File: config.mk
export PLATFORM = sky130hd
export DESIGN_NAME = rom_upload_reader
export DESIGN_NICKNAME = d
export VERILOG_FILES = /design/src/rtl/m72_upload_pkg.sv /design/src/rtl/toggle_handshake_init.sv /design/src/rtl/rom_upload_reader.sv
export SDC_FILE = /design/constraint.sdc
export NUM_CORES = 1
export LEC_CHECK = 0
export CORE_ASPECT_RATIO = 1.75
export CORE_MARGIN = 2
export CORE_UTILIZATION = 50
export CTS_CLUSTER_DIAMETER = 100
export DETAILED_ROUTE_END_ITERATION = 7
export PLACE_DENSITY = 0.83
export SLEW_MARGIN = 30
export SYNTH_ARGS = -nofsm -noshare
export SYNTH_HDL_FRONTEND = slang
export SYNTH_SLANG_ARGS = --single-unit
File: constraint.sdc
create_clock -name clk_sys -period 4.05 [get_ports clk_sys]
set_clock_uncertainty 0.1 [all_clocks]
set_input_delay 0.405 -clock clk_sys [delete_from_list [all_inputs] [get_ports clk_sys]]
set_output_delay 0.405 -clock clk_sys [all_outputs]
set_load 0.05 [all_outputs]
File: src/rtl/m72_upload_pkg.sv
// Shared types and helpers for the ROM upload (HPS read-back) path.
package m72_upload_pkg;

  typedef logic [1:0] upload_state_t;

  localparam upload_state_t StIdle  = 2'd0;
  localparam upload_state_t StFetch = 2'd1;
  localparam upload_state_t StDone  = 2'd2;

  localparam logic BYTE_LO_SEL = 1'b0;

  // Even byte address selects the low byte, matching the download writer.
  function automatic logic [7:0] sel_byte(input logic [15:0] word, input logic lsb);
    return (lsb == BYTE_LO_SEL) ? word[7:0] : word[15:8];
  endfunction

endpackage

File: src/rtl/toggle_handshake_init.sv
// Initiator side of a toggle req/ack handshake; optional watchdog under ROM_UPLOAD_TIMEOUT_EN.
module toggle_handshake_init #(
  parameter int unsigned TIMEOUT_CYCLES = 1024
) (
  input  logic clk_i,
  input  logic rst_i,
  input  logic start_i,
  input  logic arm_i,
  input  logic ack_i,
  output logic req_o,
  output logic ready_o,
  output logic done_o,
  output logic timeout_o
);

  // Not reset: parity must stay aligned with the responder across resets.
  logic req_q = 1'b0;
  logic busy_q;
  logic pending_q;
  logic match;

  assign match   = (ack_i == req_q);
  assign ready_o = ~busy_q & (~pending_q | match);
  assign done_o  = busy_q & match;
  assign req_o   = req_q;

  always_ff @(posedge clk_i) begin
    if (start_i && ready_o) begin
      req_q <= ~req_q;
    end
  end

  // Pending blocks new toggles until an orphaned request has been acknowledged.
  always_ff @(posedge clk_i or posedge rst_i) begin
    if (rst_i) begin
      busy_q    <= 1'b0;
      pending_q <= 1'b1;
    end else begin
      if (start_i && ready_o) begin
        busy_q <= 1'b1;
      end else if (done_o || timeout_o) begin
        busy_q <= 1'b0;
      end
      if (timeout_o) begin
        pending_q <= 1'b1;
      end else if (pending_q && match) begin
        pending_q <= 1'b0;
      end
    end
  end

`ifdef ROM_UPLOAD_TIMEOUT_EN
  localparam int unsigned TimerW = $clog2(TIMEOUT_CYCLES + 1);

  logic [TimerW-1:0] timer_q;

  always_ff @(posedge clk_i or posedge rst_i) begin
    if (rst_i) begin
      timer_q <= '0;
    end else if (!arm_i || done_o) begin
      timer_q <= '0;
    end else if (!timeout_o) begin
      timer_q <= timer_q + 1'b1;
    end
  end

  assign timeout_o = arm_i & ~done_o & (timer_q == TimerW'(TIMEOUT_CYCLES - 1));
`else
  localparam int unsigned unused_timeout_cycles = TIMEOUT_CYCLES;
  logic unused_arm;

  assign unused_arm = arm_i;
  assign timeout_o  = 1'b0;
`endif

endmodule

File: src/rtl/rom_upload_reader.sv
// Serves HPS upload byte reads from a one-word cache backed by a toggle-handshake SDRAM port.
// Optional watchdog on the fetch: define ROM_UPLOAD_TIMEOUT_EN.
module rom_upload_reader
  import m72_upload_pkg::*;
#(
  parameter logic [7:0]  UPLOAD_INDEX   = 8'd0,
  parameter int unsigned ADDR_W         = 25,
  parameter int unsigned TIMEOUT_CYCLES = 1024
) (
  input  logic              clk_sys,
  input  logic              reset,
  input  logic              ioctl_upload,
  input  logic              ioctl_download,
  input  logic [7:0]        ioctl_index,
  input  logic              ioctl_rd,
  input  logic [ADDR_W-1:0] ioctl_addr,
  output logic [7:0]        ioctl_din,
  output logic              ioctl_wait,
  output logic [ADDR_W-2:0] sdr_addr,
  output logic              sdr_req,
  input  logic              sdr_ack,
  input  logic [15:0]       sdr_dout,
  output logic [15:0]       rd_count
);

  upload_state_t     state_q, state_d;
  logic [7:0]        din_q, din_d;
  logic              wait_q, wait_d;
  logic [ADDR_W-2:0] saddr_q, saddr_d;
  logic              lsb_q, lsb_d;
  logic              issued_q, issued_d;
  logic              kill_q, kill_d;
  logic [15:0]       cache_q, cache_d;
  logic [ADDR_W-2:0] cache_addr_q, cache_addr_d;
  logic              cache_valid_q, cache_valid_d;
  logic [15:0]       count_q, count_d;
  logic              upl_q;

  logic        sel;
  logic        clear;
  logic        hit;
  logic [15:0] count_inc;
  logic        hs_start;
  logic        hs_ready;
  logic        hs_done;
  logic        hs_timeout;

  assign sel       = ioctl_upload & (ioctl_index == UPLOAD_INDEX);
  assign clear     = (upl_q & ~ioctl_upload) | ioctl_download;
  assign hit       = cache_valid_q & (ioctl_addr[ADDR_W-1:1] == cache_addr_q);
  assign count_inc = (count_q == 16'hFFFF) ? count_q : count_q + 16'd1;

  toggle_handshake_init #(
    .TIMEOUT_CYCLES(TIMEOUT_CYCLES)
  ) u_handshake (
    .clk_i    (clk_sys),
    .rst_i    (reset),
    .start_i  (hs_start),
    .arm_i    (state_q == StFetch),
    .ack_i    (sdr_ack),
    .req_o    (sdr_req),
    .ready_o  (hs_ready),
    .done_o   (hs_done),
    .timeout_o(hs_timeout)
  );

  always_comb begin
    state_d       = state_q;
    din_d         = din_q;
    wait_d        = wait_q;
    saddr_d       = saddr_q;
    lsb_d         = lsb_q;
    issued_d      = issued_q;
    kill_d        = kill_q;
    cache_d       = cache_q;
    cache_addr_d  = cache_addr_q;
    cache_valid_d = cache_valid_q;
    count_d       = count_q;
    hs_start      = 1'b0;

    case (state_q)
      StIdle: begin
        if (ioctl_rd && sel) begin
          if (hit) begin
            din_d   = sel_byte(cache_q, ioctl_addr[0]);
            count_d = count_inc;
          end else begin
            wait_d   = 1'b1;
            saddr_d  = ioctl_addr[ADDR_W-1:1];
            lsb_d    = ioctl_addr[0];
            hs_start = 1'b1;
            issued_d = hs_ready;
            kill_d   = 1'b0;
            state_d  = StFetch;
          end
        end
      end
      StFetch: begin
        if (hs_done) begin
          din_d = sel_byte(sdr_dout, lsb_q);
          if (!kill_q && !clear) begin
            cache_d       = sdr_dout;
            cache_addr_d  = saddr_q;
            cache_valid_d = 1'b1;
          end
          state_d = StDone;
        end else if (hs_timeout) begin
          din_d   = 8'hFF;
          state_d = StDone;
        end else if (!issued_q) begin
          // Request was held off by an orphaned handshake; issue once it closes.
          hs_start = 1'b1;
          issued_d = hs_ready;
        end
      end
      StDone: begin
        wait_d  = 1'b0;
        count_d = count_inc;
        state_d = StIdle;
      end
      default: begin
        wait_d  = 1'b0;
        state_d = StIdle;
      end
    endcase

    if (clear) begin
      cache_valid_d = 1'b0;
      count_d       = 16'd0;
      kill_d        = 1'b1;
    end
  end

  always_ff @(posedge clk_sys or posedge reset) begin
    if (reset) begin
      state_q       <= StIdle;
      din_q         <= 8'd0;
      wait_q        <= 1'b0;
      saddr_q       <= '0;
      lsb_q         <= 1'b0;
      issued_q      <= 1'b0;
      kill_q        <= 1'b0;
      cache_q       <= 16'd0;
      cache_addr_q  <= '0;
      cache_valid_q <= 1'b0;
      count_q       <= 16'd0;
      upl_q         <= 1'b0;
    end else begin
      state_q       <= state_d;
      din_q         <= din_d;
      wait_q        <= wait_d;
      saddr_q       <= saddr_d;
      lsb_q         <= lsb_d;
      issued_q      <= issued_d;
      kill_q        <= kill_d;
      cache_q       <= cache_d;
      cache_addr_q  <= cache_addr_d;
      cache_valid_q <= cache_valid_d;
      count_q       <= count_d;
      upl_q         <= ioctl_upload;
    end
  end

  assign ioctl_din  = din_q;
  assign ioctl_wait = wait_q;
  assign sdr_addr   = saddr_q;
  assign rd_count   = count_q;

endmodule

### Word-level counts from Yosys, hierarchy flattened

Cells that the tools add are included.

| storage, ports and cells | value |
|---|---|
| RAM bits | 0 |
| latch bits | 0 |
| register bits after elaboration | 99 |
| memories | 0 |
| output and inout port bits | 50 |
| bits in read-only memories | 0 |
| word-level logic and storage cells | 105 |
| input bits | 55 |

| cells by class | value |
|---|---|
| magnitude comparators | 0 |
| $add $sub $neg | 1 |
| shift operators | 0 |
| reduce and logical (&&, ||, !) cells | 25 |
| equal/unequal tests | 13 |
| divide/modulo/power cells | 0 |
| muxes and demuxes | 38 |
| bitwise gates (word level) | 13 |
| multiply operators | 0 |

Operators with widths:

| kind | number |
|---|---|
| $mux W16 | 4 |
| $mux W8 | 5 |
| $pmux W16 S2 | 1 |
| $eq A24 B24 Y1 | 1 |
| $reduce_and A3 Y1 | 7 |
| $mux W1 | 20 |
| $add A16 B1 Y16 const B | 1 |
| $eq A16 B16 Y1 const B | 1 |
| $pmux W8 S2 | 1 |
| $reduce_bool A2 Y1 | 7 |
| $ne A2 B2 Y1 const B | 6 |
| $logic_not A8 Y1 | 1 |
| $reduce_and A4 Y1 | 2 |
| $mux W2 | 3 |
| $ne A3 B3 Y1 const B | 2 |
| $not A1 Y1 | 6 |
| $pmux W1 S2 | 3 |
| $and A1 B1 Y1 | 5 |
| $logic_and A1 B1 Y1 | 4 |
| $pmux W2 S2 | 1 |
| $reduce_bool A3 Y1 | 1 |
| $eq A2 B1 Y1 const B | 1 |
| $eq A2 B2 Y1 const B | 1 |
| $logic_not A1 Y1 | 2 |
| other kinds (3) | 4 |

### Logic depth before layout (Yosys ltp)

Gate-level depths: netlist of run 1.

| depth | value |
|---|---|
| depth in word-level cells | 9 |
| gate-level depth with buffers | 8 |
| mapped depth without buffers | 7 |

### Modules after synthesis

Synthesis of run 1 repeated with hierarchy kept, for this count alone.

| unflattened totals | value |
|---|---|
| cell total of the unflattened synthesis | 362 |
| area, all modules | 4588.2 um^2 |

Modules (own cells, without submodules):

| module | seq. area each (um^2) | cells an instance | area each (um^2) | instances |
|---|---|---|---|---|
| rom_upload_reader | 2402.3 | 348 | 4433.0 | 1 |
| toggle_handshake_init | 81.3 | 14 | 155.1 | 1 |

### Least setup slack after synthesis of run 1

OpenSTA, ideal clock, no wires.

| timing path | value |
|---|---|
| path type | register to register |
| start | reg count_q[3], in the netlist rd_count[3] |
| end | reg count_q[7], in the netlist rd_count[7] |
| stages on the path, launching flop included | 8 |
| library setup time | 123 ps |
| period minus slack after synthesis | 2312 ps |
| buffers on the path | 1 |
| setup slack | 1738 ps |
| data arrival time | 2089 ps |
| data required time | 3827 ps |
| cells stage by stage | dfrtp_1 and4_1 nand3_1 nor3_1 clkbuf_1 nor2_1 and3b_1 mux2i_1 |

| between the ends | value |
|---|---|
| cells in the longest elaborated chain, start to end | 6 |
| elaborated cells on any way between the ends | 7 |
| classes of those cells | add/sub: 1; eq/ne: 1; mux: 5 |

Ends and longest elaborated chain:

| element | RTL line | RTL |
|---|---|---|
| from (decl) | rom_upload_reader.sv:36 | `logic [15:0] count_q, count_d;` |
| from (signal assigned) | rom_upload_reader.sv:159 | `count_q <= count_d;` |
| $add A16 B1 Y16 / $eq A16 B16 Y1 (equally long branches) | rom_upload_reader.sv:51 | `assign count_inc = (count_q == 16'hFFFF) ? count_q : count_q + 16'd1;` |
| $mux W16 (*) | rom_upload_reader.sv:51 |  |
| $mux W16 | rom_upload_reader.sv:84 | `if (hit) begin` |
| $mux W16 | rom_upload_reader.sv:83 | `if (ioctl_rd && sel) begin` |
| $pmux W16 S2 (*) | rom_upload_reader.sv:81 | `case (state_q)` |
| $mux W16 (*) | rom_upload_reader.sv:127 | `if (clear) begin` |

Every way passes the cells marked *; elsewhere a longest branch is shown, timed or not. The select of a mux whose other input is x is not followed.
A chain may end at the register's enable or synchronous reset.

### Final worst setup path of run 1

| timing path | value |
|---|---|
| start | in ioctl_addr[7] |
| end | reg din_q[3], in the netlist ioctl_din[3] |

| between the ends | value |
|---|---|
| cells in the longest elaborated chain, start to end | 4 |

Ends and longest elaborated chain:

| element | RTL line | RTL |
|---|---|---|
| from (decl) | rom_upload_reader.sv:16 | `input logic [ADDR_W-1:0] ioctl_addr,` |
| $eq A24 B24 Y1 | rom_upload_reader.sv:50 | `assign hit = cache_valid_q & (ioctl_addr[ADDR_W-1:1] == cache_addr_q);` |
| $and A1 B1 Y1 | rom_upload_reader.sv:50 |  |
| $ne A2 B2 Y1 (no source line) | n/a |  |
| $reduce_and A4 Y1 (no source line) | n/a |  |
| to (signal assigned) | rom_upload_reader.sv:150 | `din_q <= din_d;` |
| to (decl) | rom_upload_reader.sv:27 | `logic [7:0] din_q, din_d;` |

Every way passes these cells.

==> results of run 1 <==
-- layout by cell type, fill, tap and decap left out, drive strengths merged, types with 2 or more instances in the layout --
cell	count
mux2	74
or3	8
or4	8
nand3	7
o21ai	6
xnor2	24
nor3	4
bufinv	3
nand2	15
nor4	5
clkbuf	9
and2	2
clkdlybuf4s50	104
a21oi	22
clkinv	3
nor2b	9
buf	7
and3	2
o211ai	2
nor2	7
dfrtp	97
inv	7
nand4	9
a21o	4
a211oi	8
o31ai	7
nand2b	2
nand3b	2
mux2i	11
-- path summary, 6_finish.rpt --
check / startpoint / to / slack, ns
worst max-delay path: ioctl_addr[7] / ioctl_din[3]$_DFFE_PP0P_ / 1.42
worst min-delay path: ioctl_wait$_DFFE_PP0P_ / ioctl_wait$_DFFE_PP0P_ / 0.39
worst max register to register: cache_addr_q[6]$_DFFE_PP0P_ / ioctl_din[3]$_DFFE_PP0P_ / 1.56
worst min register to register: ioctl_wait$_DFFE_PP0P_ / ioctl_wait$_DFFE_PP0P_ / 0.39
max in group asynchronous: reset / sdr_addr[23]$_DFFE_PP0P_ / 2.60
min in group asynchronous: reset / cache_q[4]$_DFFE_PP0P_ / 0.43
-- cell type report --
class | count | area (um^2)
multi-input combinational | 249 | 2020
timing repair buffer | 111 | 1090
tap | 120 | 150
inverter | 7 | 31.3
clock inverter | 7 | 116
sequential | 99 | 2480
fill | 698 | 2860
clock buffer | 9 | 225
-- layer usage --
| metal | GRT usage [%] | share of wire (%) | up-vias |
|---|---|---|---|
| li1 | - | - | 1566 |
| met3 | 4.53 | 4.2 | 16 |
| met4 | 7.59 | 1.9 | 0 |
| met5 | 0 | 0 | - |
| met1 | 22.0 | 36 | 1677 |
| met2 | 40.7 | 58 | 82 |
-- registers in the layout (all words and copies together) (netlist names) --
signal,count
ioctl_din,8
u_handshake.busy_q,1
cache_valid_q,1
sdr_addr,24
upl_q,1
cache_q,16
cache_addr_q,24
state_q,2
ioctl_wait,1
rd_count,16
u_handshake.pending_q,1
lsb_q,1
kill_q,1
issued_q,1
u_handshake.req_o,1
-- through the flow --
step                      std cells  power [uW]  setup WS (ns)  area, um^2  hold slack [ns]
final                           602        2170           1.42        6120            0.386
after global routing            602        2240           1.21        6120            0.413
after CTS                       602        2190           1.39        6120            0.387
after detailed placement        586        1220           1.04        5770            0.373
after global placement          586        1220           1.10        5770            0.364
after floorplan                 374        1130          0.985        4590            0.336
-- power by group through the flow --
stage               logic [uW]  clock network, uW  registers [uW]
floorplan                 68.1                  0            1060
global placement           182                  0            1040
detailed placement         185                  0            1040
CTS                        186                984            1020
global route               199               1020            1020
finish                     183                965            1020
-- worst reg2reg max path: cells and delay by family, from the launching register on --
family           cells  cell delay (ns)
flip-flops           1             0.39
AND/OR/NAND/NOR      3             1.13
XOR/XNOR             1             0.19
multiplexers         1             0.40
AO/OA/AOI/OAI        1             0.17
-- logic make-up after synthesis --
kind of cell               after synthesis
and+or+nand+nor                         85
muxes                                   85
DFF                                     99
AOI/OAI and AO/OA                       53
adders and majority gates                1
buffers and inverters                   26
xor gates and xnor gates                25
==> metrics.md, run 1 <==
| Metric | Value |
|---|---|
| Die span in y | `131 um` |
| HP Class | `register to register` |
| Final-stage net count | `533` |
| Count of synthesis-stage warnings from yosys | `0` |
| Antenna fix cells | `0` |
| Antenna violations before repair | `0` |
| Wire length of the first global-routing pass | `16400 um` |
| Fraction of registers with async set or reset after synthesis | `99.0%` |
| Cells on worst reg2reg path | `6` |
| Number of global-route vias before repair | `3431` |
| Total leakage power | `0.00267 uW` |
| Multiplexer share of the synthesized area | `20.6%` |
| Cell with the most instances after synthesis | `sky130_fd_sc_hd__dfrtp_1` |
| Highest net fanout along the worst path | `8` |
| Area Growth Syn to Fin | `33.3%` |
| Final worst-path cycle share | `64.8%` |
| Horizontal extent of the die | `76.4 um` |
| Register share of total power | `47.0%` |
| Global-route usage over all layers | `20.9%` |
| Number of DRC markers in iteration 0 | `175` |
| Xor and xnor fraction of the mapped netlist area | `4.77%` |
| Clk pin slew, worst setup/hold paths | `0.06 ns` |
| Number of CTS-inserted buffers | `9` |
| Clk root buf | `sky130_fd_sc_hd__clkbuf_16` |
| Cell Chain, Critical Path | `clkdlybuf4s50_1 > xnor2_1 > nand4_1 > nor4_2 > a31oi_1 > nor2_2 > mux2_2` |
| Layout cell share with drive strength beyond 1 | `22.0%` |
| Net Sw Power | `468 uW` |
| # clock sinks | `99` |
| Synth cell types | `42` |
| Average detailed-routed wire length per instance | `16.8 um` |
| Remaining DRCs | `0` |
| CTS Hold Bufs | `0` |
| Clk Latency, worst-skew pair | `0.34 ns` |
| Portion of total power attributed to combinational logic | `8.5%` |
| Area share of the largest cell type after synthesis | `52.9%` |
| Avg Inst Size Synth | `12.3 um^2` |
| Cell depth of the worst min-delay path | `1` |
| Floorplan row count | `46` |
| Fraction of the mapped netlist area in compound gates | `7.20%` |
| Setup violations, final | `0` |
| Bufs on Longest Clock Path | `2` |
| Setup crit start kind | `primary input` |
| Sequential element share of the synthesized area | `54.1%` |
| Crit Path Category | `primary input to register` |
| Post-synth design cell area | `4590 um^2` |
| Max capacitance violation total | `0` |
| Final hold violation count | `0` |
| DR vias/cell | `5.55` |
| Total stage count of the critical path | `7` |
| CTS tree | `built` |
| Peak ir drop on the vdd network | `289 uV` |
| Family with the most delay on the worst path | `simple AND/OR/NAND/NOR gates` |
| Seq cells post-synth | `99` |
| Minimum clock period | `2.63 ns` |
| Internal power of the cells | `1700 uW` |
| Setup repair after global routing missed its margin | `false` |
| Number of synthesized flops with an enable pin | `1` |
| Power density over the cells | `354 nW/um^2` |
| Max incr delay on CP | `0.50 ns` |
| Worst slew margin | `52.4%` |
| Critical path buffer and inverter count | `1` |
| Sum of net half-perimeters after detailed placement | `7320 um` |
| Dominant combinational cell family by area after synthesis | `multiplexers` |
| CP Data Arrival Time | `2.75 ns` |
| Fin Setup TNS | `0 ns` |
| Vias after detailed routing | `3341` |
| Post-synth net total | `430` |
| Drt pass-1 iters | `5` |
| Final number of max-transition violations | `0` |
| CTS-repair resized insts | `0` |
| Maximum frequency from static timing analysis | `381 MHz` |
| Kind of end point of the critical path | `register` |
| End-of-flow core utilization | `68.1%` |
| Synth area leaders | `sky130_fd_sc_hd__dfrtp_1, sky130_fd_sc_hd__mux2_2, sky130_fd_sc_hd__xnor2_1` |
| Fraction of power spent switching nets | `21.6%` |
| Placeable core area | `8980 um^2` |
| Antenna Violating Nets Remaining | `0` |
| Buffers inserted by post-CTS timing repair | `0` |
| Library cell occupying the most area in the post-synthesis netlist | `sky130_fd_sc_hd__dfrtp_1` |
| Area share of and/or/nand/nor cells after synthesis | `10.9%` |
| Adder and majority cell fraction of the synthesized area | `0.273%` |
| Req. time, crit path | `4.17 ns` |
| Tightest Pin Transition | `0.713 ns` |
| Grt ovf | `0` |
| Die area | `9990 um^2` |
| Post-Synthesis Cells | `374` |
| Pin count of the biggest net entering global routing | `74` |
| Slowest-stage cell, CP | `sky130_fd_sc_hd__clkdlybuf4s50_1` |
| Top FF cell, synth | `sky130_fd_sc_hd__dfrtp_1` |
| Boundary Pins | `105` |
| Outcome | `complete, no violations` |
| H-Tree Level Count | `3` |
| Effective utilization at floorplan | `51.1%` |
| Wire length reported by the detailed router | `10100 um` |
| Routability Congestion | `0.821` |
| Clock group share of total power | `44.5%` |
| Count of input and output buffers | `104` |
| Synth top cells by count | `sky130_fd_sc_hd__dfrtp_1, sky130_fd_sc_hd__mux2_2, sky130_fd_sc_hd__xnor2_1, sky130_fd_sc_hd__a21oi_1, sky130_fd_sc_hd__nand2_1` |
No activity file was read; power rests on OpenSTA's default activity.
==> run 2, diff against run 1 <==
==> constraint.sdc (replaced) <==
create_clock -name clk_sys -period 2.7 [get_ports clk_sys]
set_clock_uncertainty 0.1 [all_clocks]
set_input_delay 0.27 -clock clk_sys [delete_from_list [all_inputs] [get_ports clk_sys]]
set_output_delay 0.27 -clock clk_sys [all_outputs]
set_load 0.05 [all_outputs]
==> metrics.md, run 2 (synthesis results as in run 1) <==
| Metric | Value |
|---|---|
| Final hold violation count | `0` |
| Die span in y | `131 um` |
| Maximum frequency from static timing analysis | `422 MHz` |
| Remaining DRCs | `0` |
| Clock group share of total power | `42.2%` |
| Clk pin slew, worst setup/hold paths | `0.07 ns` |
| Reg-to-reg critical path endpoint | `rd_count[6]$_DFFE_PP0P_` |
| Drt pass-1 iters | `5` |
| Final-stage net count | `540` |
| Layer with the highest usage after global routing | `met2` |
| Antenna Violating Nets Remaining | `0` |
| Count of input and output buffers | `104` |
| Met1 usage | `23.2%` |
| Global-route usage over all layers | `21.3%` |
| Setup crit start kind | `primary input` |
| Boundary Pins | `105` |
| Startpoint of the most critical setup path | `ioctl_index[4]` |
| Filler Cells Inserted | `704` |
| Slowest-stage cell, CP | `sky130_fd_sc_hd__or4_1` |
| Register share of total power | `48.8%` |
| Timing endpoint of the critical path | `rd_count[6]$_DFFE_PP0P_` |
| Cell Chain, Critical Path | `clkdlybuf4s50_1 > nor4_1 > nand4_1 > nor4_2 > a21oi_1 > buf_4 > or4_1 > a21oi_1` |
| Setup WS post-layout | `0.330 ns` |
| Bufs on Longest Clock Path | `2` |
| CTS-repair resized insts | `0` |
| Number of global-route vias before repair | `3451` |
| Average detailed-routed wire length per instance | `17.0 um` |
| Area Growth Syn to Fin | `34.5%` |
| Setup slack of the worst register-to-register path | `0.42 ns` |
| HP Class | `primary input to asynchronous set/reset pin` |
| Clk root buf | `sky130_fd_sc_hd__clkbuf_16` |
| Layout cell share with drive strength beyond 1 | `22.9%` |
| Total stage count of the critical path | `8` |
| Most common cell after layout, fill and taps aside | `sky130_fd_sc_hd__clkdlybuf4s50_1` |
| Highest-count cells in the layout ignoring fill and taps | `sky130_fd_sc_hd__clkdlybuf4s50_1, sky130_fd_sc_hd__dfrtp_1, sky130_fd_sc_hd__mux2_2` |
| Die area | `9990 um^2` |
| Cells on worst reg2reg path | `7` |
| Fin Setup TNS | `0 ns` |
| End-of-flow core utilization | `68.8%` |
| Crit Path Category | `primary input to register` |
| CTS tree | `built` |
| Floorplan row count | `46` |
| Wire length of the first global-routing pass | `16600 um` |
| Number of CTS-inserted buffers | `9` |
| Power density over the cells | `507 nW/um^2` |
| Most common cell on crit path | `sky130_fd_sc_hd__a21oi_1` |
| Effective utilization at floorplan | `51.1%` |
| Setup repair after global routing missed its margin | `false` |
| Final number of max-transition violations | `0` |
| Setup Slack @ Placement | `0.00917 ns` |
| Tightest Pin Transition | `0.609 ns` |
| Antenna violations before repair | `0` |
| Internal power of the cells | `2420 uW` |
| Peak ir drop on the vdd network | `382 uV` |
| Req. time, crit path | `2.86 ns` |
| Worst slew margin | `59.3%` |
| Minimum clock period | `2.37 ns` |
| CTS Hold Bufs | `0` |
| Kind of end point of the critical path | `register` |
| Vias after detailed routing | `3400` |
| Clk Latency, worst-skew pair | `0.34 ns` |
| Sum of net half-perimeters after detailed placement | `7460 um` |
| Combined area of the multi-input logic cells | `2020 um^2` |
| Routability Congestion | `0.802` |
| Grt ovf | `0` |
| Met3 usage in global routing | `5.43%` |
| Final worst-path cycle share | `87.8%` |
| Outcome | `complete, no violations` |
| Buffers inserted by post-CTS timing repair | `0` |
| H-Tree Level Count | `3` |
| Routing usage on met2 | `38.4%` |
| Highest net fanout along the worst path | `23` |
| Pin count of the biggest net entering global routing | `99` |
| CP Data Arrival Time | `2.53 ns` |
| Net Sw Power | `710 uW` |
| # clock sinks | `99` |
| Horizontal extent of the die | `76.4 um` |
| Max incr delay on CP | `0.53 ns` |
| DR vias/cell | `5.58` |
| Number of DRC markers in iteration 0 | `208` |
| Total leakage power | `0.00270 uW` |
| Critical path buffer and inverter count | `2` |
| Placeable core area | `8980 um^2` |
| Fraction of power spent switching nets | `22.7%` |
| Max capacitance violation total | `0` |
| Family with the most delay on the worst path | `simple AND/OR/NAND/NOR gates` |
| Wire length reported by the detailed router | `10400 um` |
| Antenna fix cells | `0` |
| Flip-flop and latch area | `2480 um^2` |
| Portion of total power attributed to combinational logic | `9.0%` |
| Startpoint of the worst register-to-register path | `cache_addr_q[6]$_DFFE_PP0P_` |
| Setup violations, final | `0` |
## run 2: changes by cell type in the layout (fill, tap and decap cells not counted), sizes merged
cell,previous run,this run
buf,7,14
bufinv,3,1
clkbuf,9,11
clkinv,3,2
clkinvlp,1,2
## run 2: routing by layer
layer	vias up	wire length [um]	part of all wire (%)
met5	-	0	0
met2	104	5690	55
met3	24	424	4.1
met4	0	371	3.6
li1	1572	-	-
met1	1700	3870	37
## run 2: power by group through the flow
stage          clock network [uW]  registers (uW)  logic, uW
6_report                     1320            1530        282
3_3_place_gp                    0            1550        279
5_1_grt                      1420            1530        302
4_1_cts                      1350            1530        286
3_5_place_dp                    0            1550        284
2_1_floorplan                   0            1590        103
## run 2: final cells by class
cell class | count | area share (%)
clock inverters | 5 | 0.972
multi-input cells | 249 | 32.6
inverters | 7 | 0.486
clock buffers | 11 | 4.09
well taps | 120 | 2.43
repair buffers | 118 | 19.2
flip-flops and latches | 99 | 40.2
## run 2: tightest hold or removal path, delay by kind of cell
| kind | cells | cell delay [ns] |
|---|---|---|
| buffers and inverters | 3 | 0.92 |
## run 2: how the worst min path moves through the flow
stage / to / startpoint / slack, ns / depth (start not counted)
after global placement: cache_valid_q$_DFFE_PP0P_ / cache_valid_q$_DFFE_PP0P_ / 0.37 / 2
after floorplan: upl_q$_DFF_PP0_ / ioctl_upload / 0.20 / 0
after detailed placement: cache_valid_q$_DFFE_PP0P_ / cache_valid_q$_DFFE_PP0P_ / 0.37 / 2
final: sdr_addr[20]$_DFFE_PP0P_ / reset / 0.30 / 3
after global routing: upl_q$_DFF_PP0_ / ioctl_upload / 0.35 / 1
after CTS: upl_q$_DFF_PP0_ / ioctl_upload / 0.33 / 1
## run 2: through the flow
step / hold slack [ns] / power (uW) / cell area (um^2) / instances
global route: 0.349 / 3250 / 6180 / 609
floorplan: 0.201 / 1690 / 4590 / 374
finish: 0.299 / 3130 / 6180 / 609
CTS: 0.333 / 3160 / 6180 / 609
global placement: 0.368 / 1830 / 5860 / 593
detailed placement: 0.367 / 1840 / 5860 / 593
==> run 3, diff against run 2 <==
--- a/config.mk
+++ b/config.mk
@@ -5,6 +5,7 @@
 export SDC_FILE = /design/constraint.sdc
 export NUM_CORES = 1
 export LEC_CHECK = 0
+export CAP_MARGIN = 10
 export CORE_ASPECT_RATIO = 1.75
 export CORE_MARGIN = 2
 export CORE_UTILIZATION = 50
==> results of run 3 <==
No change in the layout: final DEF, timing and power equal those of run 2.
